### config.mk
export PLATFORM = sky130hd
export DESIGN_NAME = result_display_flat
export DESIGN_NICKNAME = d
export VERILOG_FILES = /design/src/rtl/result_display_if.sv /design/src/rtl/result_display.sv /design/src/flat_wrapper.sv
export SDC_FILE = /design/constraint.sdc
export NUM_CORES = 1
export LEC_CHECK = 0
export ABC_CLOCK_PERIOD_IN_PS = 1800
export CELL_PAD_IN_SITES_DETAIL_PLACEMENT = 0
export CELL_PAD_IN_SITES_GLOBAL_PLACEMENT = 1
export CORE_MARGIN = 2
export CORE_UTILIZATION = 40
export CTS_CLUSTER_SIZE = 30
export DETAILED_ROUTE_END_ITERATION = 10
export PLACE_DENSITY = 0.73
export SYNTH_ARGS = -nofsm -noshare
export SYNTH_HDL_FRONTEND = slang
export SYNTH_SLANG_ARGS = --single-unit
### constraint.sdc
create_clock -name clk -period 1.8 [get_ports clk]
set_input_delay 0.18 -clock clk [delete_from_list [all_inputs] [get_ports clk]]
set_output_delay 0.18 -clock clk [all_outputs]
set_load 0.005 [all_outputs]
### src/rtl/result_display_if.sv
// result_display_if: calculator-result handshake plus the display/status outputs of result_display.
// master drives the product and its strobe; slave (the display block) drives everything else.
interface result_display_if;
  logic [15:0] result;
  logic        ld_result;
  logic [3:0]  an;
  logic [6:0]  seg;
  logic        dp;
  logic        busy;
  logic        ovf;
  logic [15:0] bcd;

  modport master (
    output result, ld_result,
    input  an, seg, dp, busy, ovf, bcd
  );

  modport slave (
    input  result, ld_result,
    output an, seg, dp, busy, ovf, bcd
  );
endinterface

### src/rtl/result_display.sv
// result_display: 16-bit binary -> decimal via one-shift-per-clock double-dabble, shown on a 4-digit
// multiplexed 7-seg display. Optional macro LEAD_ZERO_BLANK_EN blanks leading-zero digits.
module result_display #(
  parameter int REFRESH_BITS = 16
) (
  input logic             clk,
  input logic             rst_n,
  result_display_if.slave bus
);

  localparam logic [1:0] IDLE       = 2'd0;
  localparam logic [1:0] CONV       = 2'd1;
  localparam logic [1:0] LOAD       = 2'd2;
  localparam logic [4:0] LAST_SHIFT = 5'd15;

  // One double-dabble iteration: +3 on every nibble >= 5, then shift in the next binary bit.
  function automatic logic [19:0] dabble_step(input logic [19:0] acc, input logic msb);
    logic [19:0] adj;
    for (int i = 0; i < 5; i++) begin
      if (acc[4*i +: 4] >= 4'd5) begin
        adj[4*i +: 4] = acc[4*i +: 4] + 4'd3;
      end else begin
        adj[4*i +: 4] = acc[4*i +: 4];
      end
    end
    return {adj[18:0], msb};
  endfunction

  function automatic logic [6:0] seg7_glyph(input logic [3:0] digit);
    logic [6:0] glyph;
    case (digit)
      4'd0:    glyph = 7'b1000000;
      4'd1:    glyph = 7'b1111001;
      4'd2:    glyph = 7'b0100100;
      4'd3:    glyph = 7'b0110000;
      4'd4:    glyph = 7'b0011001;
      4'd5:    glyph = 7'b0010010;
      4'd6:    glyph = 7'b0000010;
      4'd7:    glyph = 7'b1111000;
      4'd8:    glyph = 7'b0000000;
      4'd9:    glyph = 7'b0010000;
      default: glyph = 7'b1111111;
    endcase
    return glyph;
  endfunction

  logic [1:0]              state_r;
  logic [15:0]             sh_r;
  logic [19:0]             acc_r;
  logic [4:0]              cnt_r;
  logic                    pend_valid_r;
  logic [15:0]             pend_val_r;
  logic                    busy_r;
  logic [15:0]             bcd_r;
  logic                    ovf_r;
  logic [REFRESH_BITS-1:0] rc_r;
  logic [3:0]              an_r;
  logic [6:0]              seg_r;
  logic                    dp_r;

  logic                    restart_s;
  logic [15:0]             restart_val_s;
  logic [1:0]              digit_sel_s;
  logic [3:0]              nibble_s;
  logic                    blank_s;
  logic [3:0]              an_s;
  logic [6:0]              seg_s;

  // A strobe arriving in the LOAD cycle is newer than anything pending, so it wins.
  always_comb begin
    restart_s = bus.ld_result | pend_valid_r;
    if (bus.ld_result) begin
      restart_val_s = bus.result;
    end else begin
      restart_val_s = pend_val_r;
    end
  end

  // Conversion FSM; bcd/ovf only change in LOAD, so the display never sees a partial value.
  always_ff @(posedge clk) begin
    if (!rst_n) begin
      state_r      <= IDLE;
      sh_r         <= 16'd0;
      acc_r        <= 20'd0;
      cnt_r        <= 5'd0;
      pend_valid_r <= 1'b0;
      pend_val_r   <= 16'd0;
      busy_r       <= 1'b0;
      bcd_r        <= 16'd0;
      ovf_r        <= 1'b0;
    end else begin
      case (state_r)
        IDLE: begin
          pend_valid_r <= 1'b0;
          if (bus.ld_result) begin
            sh_r    <= bus.result;
            acc_r   <= 20'd0;
            cnt_r   <= 5'd0;
            busy_r  <= 1'b1;
            state_r <= CONV;
          end else begin
            busy_r  <= 1'b0;
          end
        end
        CONV: begin
          acc_r <= dabble_step(acc_r, sh_r[15]);
          sh_r  <= {sh_r[14:0], 1'b0};
          cnt_r <= cnt_r + 5'd1;
          if (cnt_r == LAST_SHIFT) begin
            state_r <= LOAD;
          end else begin
            state_r <= CONV;
          end
          if (bus.ld_result) begin
            pend_valid_r <= 1'b1;
            pend_val_r   <= bus.result;
          end else begin
            pend_valid_r <= pend_valid_r;
          end
        end
        LOAD: begin
          bcd_r        <= acc_r[15:0];
          ovf_r        <= (acc_r[19:16] != 4'd0);
          pend_valid_r <= 1'b0;
          if (restart_s) begin
            sh_r    <= restart_val_s;
            acc_r   <= 20'd0;
            cnt_r   <= 5'd0;
            busy_r  <= 1'b1;
            state_r <= CONV;
          end else begin
            busy_r  <= 1'b0;
            state_r <= IDLE;
          end
        end
        default: begin
          state_r      <= IDLE;
          busy_r       <= 1'b0;
          pend_valid_r <= 1'b0;
        end
      endcase
    end
  end

  assign digit_sel_s = rc_r[REFRESH_BITS-1 -: 2];

  // Digit select and leading-zero detection from the currently displayed value.
  always_comb begin
    case (digit_sel_s)
      2'd0: begin
        an_s     = 4'b1110;
        nibble_s = bcd_r[3:0];
      end
      2'd1: begin
        an_s     = 4'b1101;
        nibble_s = bcd_r[7:4];
      end
      2'd2: begin
        an_s     = 4'b1011;
        nibble_s = bcd_r[11:8];
      end
      2'd3: begin
        an_s     = 4'b0111;
        nibble_s = bcd_r[15:12];
      end
      default: begin
        an_s     = 4'b1111;
        nibble_s = 4'd0;
      end
    endcase
`ifdef LEAD_ZERO_BLANK_EN
    case (digit_sel_s)
      2'd3:    blank_s = (bcd_r[15:12] == 4'd0);
      2'd2:    blank_s = (bcd_r[15:8] == 8'd0);
      2'd1:    blank_s = (bcd_r[15:4] == 12'd0);
      default: blank_s = 1'b0;
    endcase
    if (ovf_r) begin
      blank_s = 1'b0;
    end else begin
      blank_s = blank_s;
    end
`else
    blank_s = 1'b0;
`endif
    if (ovf_r) begin
      seg_s = 7'b0111111;
    end else if (blank_s) begin
      seg_s = 7'b1111111;
    end else begin
      seg_s = seg7_glyph(nibble_s);
    end
  end

  // an and seg share one register stage so the enabled digit and its segments always match.
  always_ff @(posedge clk) begin
    if (!rst_n) begin
      rc_r  <= '0;
      an_r  <= 4'b1111;
      seg_r <= 7'b1111111;
      dp_r  <= 1'b1;
    end else begin
      rc_r  <= rc_r + {{(REFRESH_BITS-1){1'b0}}, 1'b1};
      an_r  <= an_s;
      seg_r <= seg_s;
      dp_r  <= 1'b1;
    end
  end

  assign bus.an   = an_r;
  assign bus.seg  = seg_r;
  assign bus.dp   = dp_r;
  assign bus.busy = busy_r;
  assign bus.ovf  = ovf_r;
  assign bus.bcd  = bcd_r;

endmodule

### src/flat_wrapper.sv
// flat-port wrapper written by rule: the top's interface ports become plain ports
module result_display_flat 
#(
  parameter int REFRESH_BITS = 16
)
  (clk, rst_n, bus_result, bus_ld_result, bus_an, bus_seg, bus_dp, bus_busy, bus_ovf, bus_bcd);
  result_display_if bus_i ();
  input logic clk;
  input logic rst_n;
  input wire logic [$bits(bus_i.result)-1:0] bus_result;
  input wire logic [$bits(bus_i.ld_result)-1:0] bus_ld_result;
  output wire logic [$bits(bus_i.an)-1:0] bus_an;
  output wire logic [$bits(bus_i.seg)-1:0] bus_seg;
  output wire logic [$bits(bus_i.dp)-1:0] bus_dp;
  output wire logic [$bits(bus_i.busy)-1:0] bus_busy;
  output wire logic [$bits(bus_i.ovf)-1:0] bus_ovf;
  output wire logic [$bits(bus_i.bcd)-1:0] bus_bcd;
  assign bus_i.result = bus_result;
  assign bus_i.ld_result = bus_ld_result;
  assign bus_an = bus_i.an;
  assign bus_seg = bus_i.seg;
  assign bus_dp = bus_i.dp;
  assign bus_busy = bus_i.busy;
  assign bus_ovf = bus_i.ovf;
  assign bus_bcd = bus_i.bcd;
  result_display #(.REFRESH_BITS(REFRESH_BITS)) u_core (.clk(clk), .rst_n(rst_n), .bus(bus_i));
endmodule
==> metrics.md, run 1 <==
| Metric | Value |
|---|---|
| Commonest non-fill, non-tap cells in the layout | `dfxtp_1, nand2_1, clkdlybuf4s50_1, nor2b_1, buf_4` |
| Synth cell types | `47` |
| Status | `completed` |
| Initial antenna violation count | `0` |
| GRT overflow | `0` |
| CTS tree | `yes` |
| Main combinational cell family by area after synthesis | `simple AND/OR/NAND/NOR gates` |
| Vias | `4,095` |
| # nets final | `650` |
| Placed inst area | `0.00589 mm²` |
| Clock Latency Late Sink | `350 ps` |
| Mapped Cells | `553` |
| Simple-gate area share of the yosys netlist | `20.1%` |
| Post-CTS Hold Buffers | `0` |
| Drt wl/cell | `14.6 µm` |
| Hold WC Path Type | `in2reg` |
| Final hold viol count | `0` |
| Final Wtd Congestion | `0.765` |
| Mux contribution to synthesized area | `6.09%` |
| Fillers | `1,163` |
| Initial Util | `40.7%` |
| Xor/xnor cell area share of the yosys netlist | `3.10%` |
| Post-Syn Nets | `590` |
| RSZ-0062 raised after global routing | `true` |
| Peak VDD IR | `516 µV` |
| Most common cell after layout, fill and taps aside | `dfxtp_1` |
| Max-Cap Viols | `0` |
| Vias per inst | `5.18` |
| Die area | `0.0137 mm²` |
| Layout cells sized above 1 | `13.1%` |
| TritonCTS Buffers | `9` |
| Antenna diodes | `0` |
| Die H | `117 µm` |
| Site Rows | `41` |
| Required time of the critical path | `2040 ps` |
| Final period util | `95.3%` |
| # setup viols final | `0` |
| Detail Route Antenna Nets | `0` |
| Critical Path Source Type | `primary input` |
| Leak pwr | `0.00257 µW` |
| Avg Inst Size Synth | `9.21 µm²` |
| DRC violations left | `0` |
| Post-Synthesis Cell Area | `0.00509 mm²` |
| Clock transition at the registers of the reported paths | `70 ps` |
| GRT Util Overall | `17.4%` |
| First-pass GRT wire length | `18,500 µm` |
| Core area | `0.0125 mm²` |
| Async S/R FF share, synth | `0%` |
| Seq/Total Area, Yosys | `41.3%` |
| Synth Area in Adders | `4.42%` |
| Flops & latches, synth | `105` |
| Post-route minimum period | `1720 ps` |
| Area growth from synthesis to final layout | `26.2%` |
| EDFF count, synth | `0` |
| IO Pins | `49` |
| H-tree depth | `3` |
| Worst Skew | `5.16 ps` |
| Root Driver | `clkbuf_16` |
| Fmax | `583 MHz` |
| 1st-iter DRT viols | `227` |
| Max-slew violations | `0` |
| Post-DP HPWL | `7500 µm` |
| Critical path arrival | `1960 ps` |
| Max clock buf depth | `2` |
| Clock sink count | `105` |
| Pre-antenna DRT Iters | `4` |
| Routed WL | `11,600 µm` |
| Pwr/cell area | `805 mW/mm²` |
| CP endpoint kind | `flop` |
| Yosys warns | `0` |
| Vias in the first global route | `3,811` |
| Synth Flop Type | `dfxtp_1` |
| Max FO, Critical Path | `24` |
| Final instance area | `0.00643 mm²` |
| # port buffers | `47` |
| Final hold slack | `230 ps` |
| Compound-Gate Fraction of Synth Area | `20.1%` |
| WS Path Type | `in2reg` |
| Largest net degree at the start of global routing | `100` |
| Chip width | `117 µm` |
==> kinds of logic after synthesis <==
logic type | Yosys count
compound gates | 133
xor+xnor | 18
fa+ha+maj | 18
buf+inv | 58
flops | 105
mux | 26
other cells | 1
simple gates | 194
==> worst max-delay path, cell delays in order <==
cell and delay [ps]:
clkdlybuf4s50_1 620, buf_4 340, a21oi_4 70, buf_6 150, nor2_4 200, buf_6 140, a21boi_0 70, o21a_1 180
==> Yosys cell counts, drive strengths merged (4+ instances only) <==
| cell | count | area share, % |
|---|---|---|
| a211o | 4 | 0.69 |
| a21boi | 21 | 3.1 |
| a21oi | 12 | 1.4 |
| a221oi | 16 | 2.8 |
| a22o | 15 | 2.6 |
| a22oi | 18 | 2.7 |
| a32oi | 4 | 0.69 |
| and2 | 16 | 2.0 |
| and3 | 19 | 2.3 |
| buf | 13 | 1.5 |
| clkbuf | 25 | 1.8 |
| dfxtp | 105 | 41 |
| ha | 18 | 4.4 |
| inv | 20 | 1.5 |
| mux2i | 22 | 4.3 |
| mux4 | 4 | 1.8 |
| nand2 | 61 | 4.5 |
| nand2b | 12 | 1.5 |
| nand3 | 11 | 1.1 |
| nor2 | 15 | 1.1 |
| nor2b | 42 | 5.2 |
| o211a | 17 | 3.3 |
| o21ai | 20 | 2.0 |
| xnor2 | 14 | 2.4 |
| xor2 | 4 | 0.69 |
==> worst paths after layout <==
path | start | end | slack, ps | depth (start not counted)
max | bus_ld_result | u_core.cnt_r[3] | 80 | 8
min | rst_n | u_core.bus.seg[0] | 230 | 3
max reg2reg | u_core.state_r[0] | u_core.cnt_r[3] | 90 | 10
min reg2reg | u_core.pend_val_r[15] | u_core.pend_val_r[15] | 470 | 2
==> metrics by stage <==
| stage | power, µW | setup WS [ps] | std cells | util [%] | TNS [ps] |
|---|---|---|---|---|---|
| after floorplan | 2810 | -9.20 | 553 | - | -81.2 |
| after global placement | 3010 | -383 | 766 | 47.1 | -7350 |
| after detailed placement | 3020 | -461 | 766 | 47.1 | -8710 |
| after CTS | 5180 | 6.64 | 782 | 49.8 | 0 |
| after global routing | 5400 | -19.0 | 790 | 51.3 | -38.5 |
| final | 5170 | 84.9 | 790 | 51.3 | 0 |
==> flip-flops by register name, summed over array words and instances (netlist names) <==
register / flops
u_core.sh_r: 16
u_core.bus.busy: 1
u_core.bus.bcd: 16
u_core.acc_r: 20
u_core.pend_val_r: 16
u_core.bus.an: 4
u_core.state_r: 2
u_core.bus.ovf: 1
u_core.cnt_r: 5
u_core.bus.seg: 7
u_core.rc_r: 16
u_core.pend_valid_r: 1
==> power breakdown <==
group / switching [µW] / leakage, µW / total (µW) / internal [µW]
logic: 297 / 0.00156 / 597 / 300
registers: 42.1 / 0.000856 / 2440 / 2400
clock network: 838 / 0.000157 / 2140 / 1300
==> what timing repair did <==
action | CTS | global route
setup endpoints to repair | 30 | 26
pin swaps | 0 | 2
setup buffers | 0 | 6
gates resized for setup | 4 | 24
cloned | 0 | 2
==> metal layers <==
layer	wire length (µm)	GRT usage [%]	share of wire (%)	vias to the layer above
met3	439	4.94	3.8	13
met5	0	0	0	-
met4	209	5.65	1.8	0
li1	-	-	-	2076
met1	5430	22.5	47	1941
met2	5470	28.2	47	65
==> layout make-up <==
class                   instances  area [µm²]  area share [%]
well taps                     172         215            3.35
multi-input cells             391        2860            44.5
clock buffers                  14         264            4.11
inverters                      20        75.1            1.17
flip-flops and latches        105        2110            32.8
clock inverters                 2        60.1           0.935
repair buffers                 86         848            13.2
Note: power is estimated with default switching activity, not from simulation.
==> inputs of run 2 (changes only) <==
--- a/constraint.sdc
+++ b/constraint.sdc
@@ -3,2 +3,2 @@
 set_output_delay 0.18 -clock clk [all_outputs]
-set_load 0.005 [all_outputs]
+set_load 0.05 [all_outputs]
==> run 2 against run 1 <==
Effect of this change:
- via count shrank 0.24%
- clock skew shrank 0.66 ps
- final cell count fell by 0.25%
- non-clock buffer count shrank 1
- hold slack better by 8.9 ps
- flip-flop and latch count unchanged
- power decreased by 2.6%
- utilization is 0.56 points lower
- sequential power hardly changed
- fmax shrank 1.8%
- combinational power increased by 4.9%
==> metrics.md, run 2 (synthesis gave the netlist of run 1 again) <==
| Metric | Value |
|---|---|
| 1st-iter DRT viols | `210` |
| Leak pwr | `0.00255 µW` |
| Largest register FFs | `20` |
| Largest net degree at the start of global routing | `100` |
| GRT Util Overall | `17.2%` |
| CP Buf/Inv Count | `1` |
| Fmax | `573 MHz` |
| Clock transition at the registers of the reported paths | `70 ps` |
| Critical Path Source Type | `flop` |
| Die H | `117 µm` |
| Vias | `4,085` |
| Required time of the critical path | `1620 ps` |
| Reg area | `0.00211 mm²` |
| Critical-path cell list | `clkdlybuf4s50_1` |
| Most common cell after layout, fill and taps aside | `dfxtp_1` |
| Detail Route Antenna Nets | `0` |
| H-tree depth | `3` |
| Top delay family on crit path | `buffers and inverters` |
| Hold WC Path Type | `in2reg` |
| Post-DP HPWL | `7430 µm` |
| Top reg by flops | `u_core.acc_r` |
| GRT overflow | `0` |
| Worst Skew | `4.50 ps` |
| Peak VDD IR | `464 µV` |
| CP endpoint kind | `output pin` |
| Max clock buf depth | `2` |
| Initial antenna violation count | `0` |
| DRC violations left | `0` |
| Die area | `0.0137 mm²` |
| Worst path max stage delay | `820 ps` |
| Post-route minimum period | `1750 ps` |
| Routed WL | `11,500 µm` |
| Critical path arrival | `1570 ps` |
| First-pass GRT wire length | `18,200 µm` |
| Site Rows | `41` |
| Clock Latency Late Sink | `350 ps` |
| Max FO, Critical Path | `3` |
| Initial Util | `40.7%` |
| Vias in the first global route | `3,743` |
| Clock sink count | `105` |
| Area growth from synthesis to final layout | `24.8%` |
| Setup TNS | `0 ps` |
| Core area | `0.0125 mm²` |
| Pwr/cell area | `792 mW/mm²` |
| CTS tree | `yes` |
| WS Path Type | `reg2out` |
| Max-Cap Viols | `0` |
| Final hold slack | `239 ps` |
| # port buffers | `47` |
| # nets final | `649` |
| Crit-path slowest cell | `clkdlybuf4s50_1` |
| Rel. slew slack | `65.0%` |
| Pre-antenna DRT Iters | `4` |
| Drt wl/cell | `14.6 µm` |
| Pre-CTS WS | `-450 ps` |
| TritonCTS Buffers | `9` |
| Multi-input logic area | `0.00285 mm²` |
| # setup viols final | `0` |
| Slew @ Worst Pin | `523 ps` |
| Antenna diodes | `0` |
| Root Driver | `clkbuf_16` |
| Commonest non-fill, non-tap cells in the layout | `dfxtp_1, nand2_1, clkdlybuf4s50_1, nor2b_1, buf_4` |
| Final period util | `97.0%` |
| Final Wtd Congestion | `0.764` |
| Chip width | `117 µm` |
| IO Pins | `49` |
| Status | `completed` |
| Fillers | `1,212` |
| Post-CTS Hold Buffers | `0` |
| PnR worst setup slack | `53.7 ps` |
| Core Util, Final | `50.8%` |
| Vias per inst | `5.18` |
| Final hold viol count | `0` |
| Layout cells sized above 1 | `12.8%` |
| RSZ-0062 raised after global routing | `false` |
| Max-slew violations | `0` |
[run 2: cell count changes in the layout (fill, tap and decap cells not counted), sizes merged]
cell / delta
buf: -1
clkbuf: -2
bufinv: -1
clkinv: +2
[run 2: timing repair]
| action | 4_1_cts | 5_1_grt |
|---|---|---|
| gates cloned | 0 | 2 |
| setup endpoints to repair | 21 | 41 |
| buffers inserted | 0 | 6 |
| pin swaps | 0 | 2 |
| gates resized for setup | 3 | 17 |
[run 2: through the flow]
step	cells	total power (µW)	instance area, µm²
after CTS	780	5060	6190
after global routing	788	5280	6360
after global placement	765	3050	5880
final	788	5040	6360
after detailed placement	765	3060	5880
after floorplan	553	2850	5100
[run 2: cell type report]
type / instances / area share (%)
clock buffer: 12 / 4.04
inverter: 20 / 1.18
tap: 172 / 3.39
clock inverter: 3 / 0.630
timing repair buffer: 85 / 12.8
sequential: 105 / 33.1
multi-input combinational: 391 / 44.8
[run 2: power by group]
part / internal (µW) / switching [µW]
combinational: 291 / 335
sequential: 2400 / 41.3
clock: 1140 / 827
[run 2: layer usage]
| metal | vias up | wire [µm] | share of wire [%] | global-route usage, % |
|---|---|---|---|---|
| met3 | 13 | 388 | 3.4 | 4.22 |
| met2 | 52 | 5430 | 47 | 28.1 |
| met4 | 0 | 248 | 2.2 | 6.75 |
| li1 | 2076 | - | - | - |
| met5 | - | 0 | 0 | 0 |
| met1 | 1944 | 5460 | 47 | 21.8 |
[run 2: worst paths after layout]
check                            start              endpoint  slack (ps)  depth (start not counted)
setup reg to reg     u_core.state_r[0]       u_core.sh_r[14]          70                         10
setup / recovery    u_core.bus.bcd[13]           bus_bcd[13]          50                          1
hold / removal                   rst_n     u_core.bus.seg[0]         240                          3
hold reg to reg   u_core.pend_val_r[4]  u_core.pend_val_r[4]         470                          2
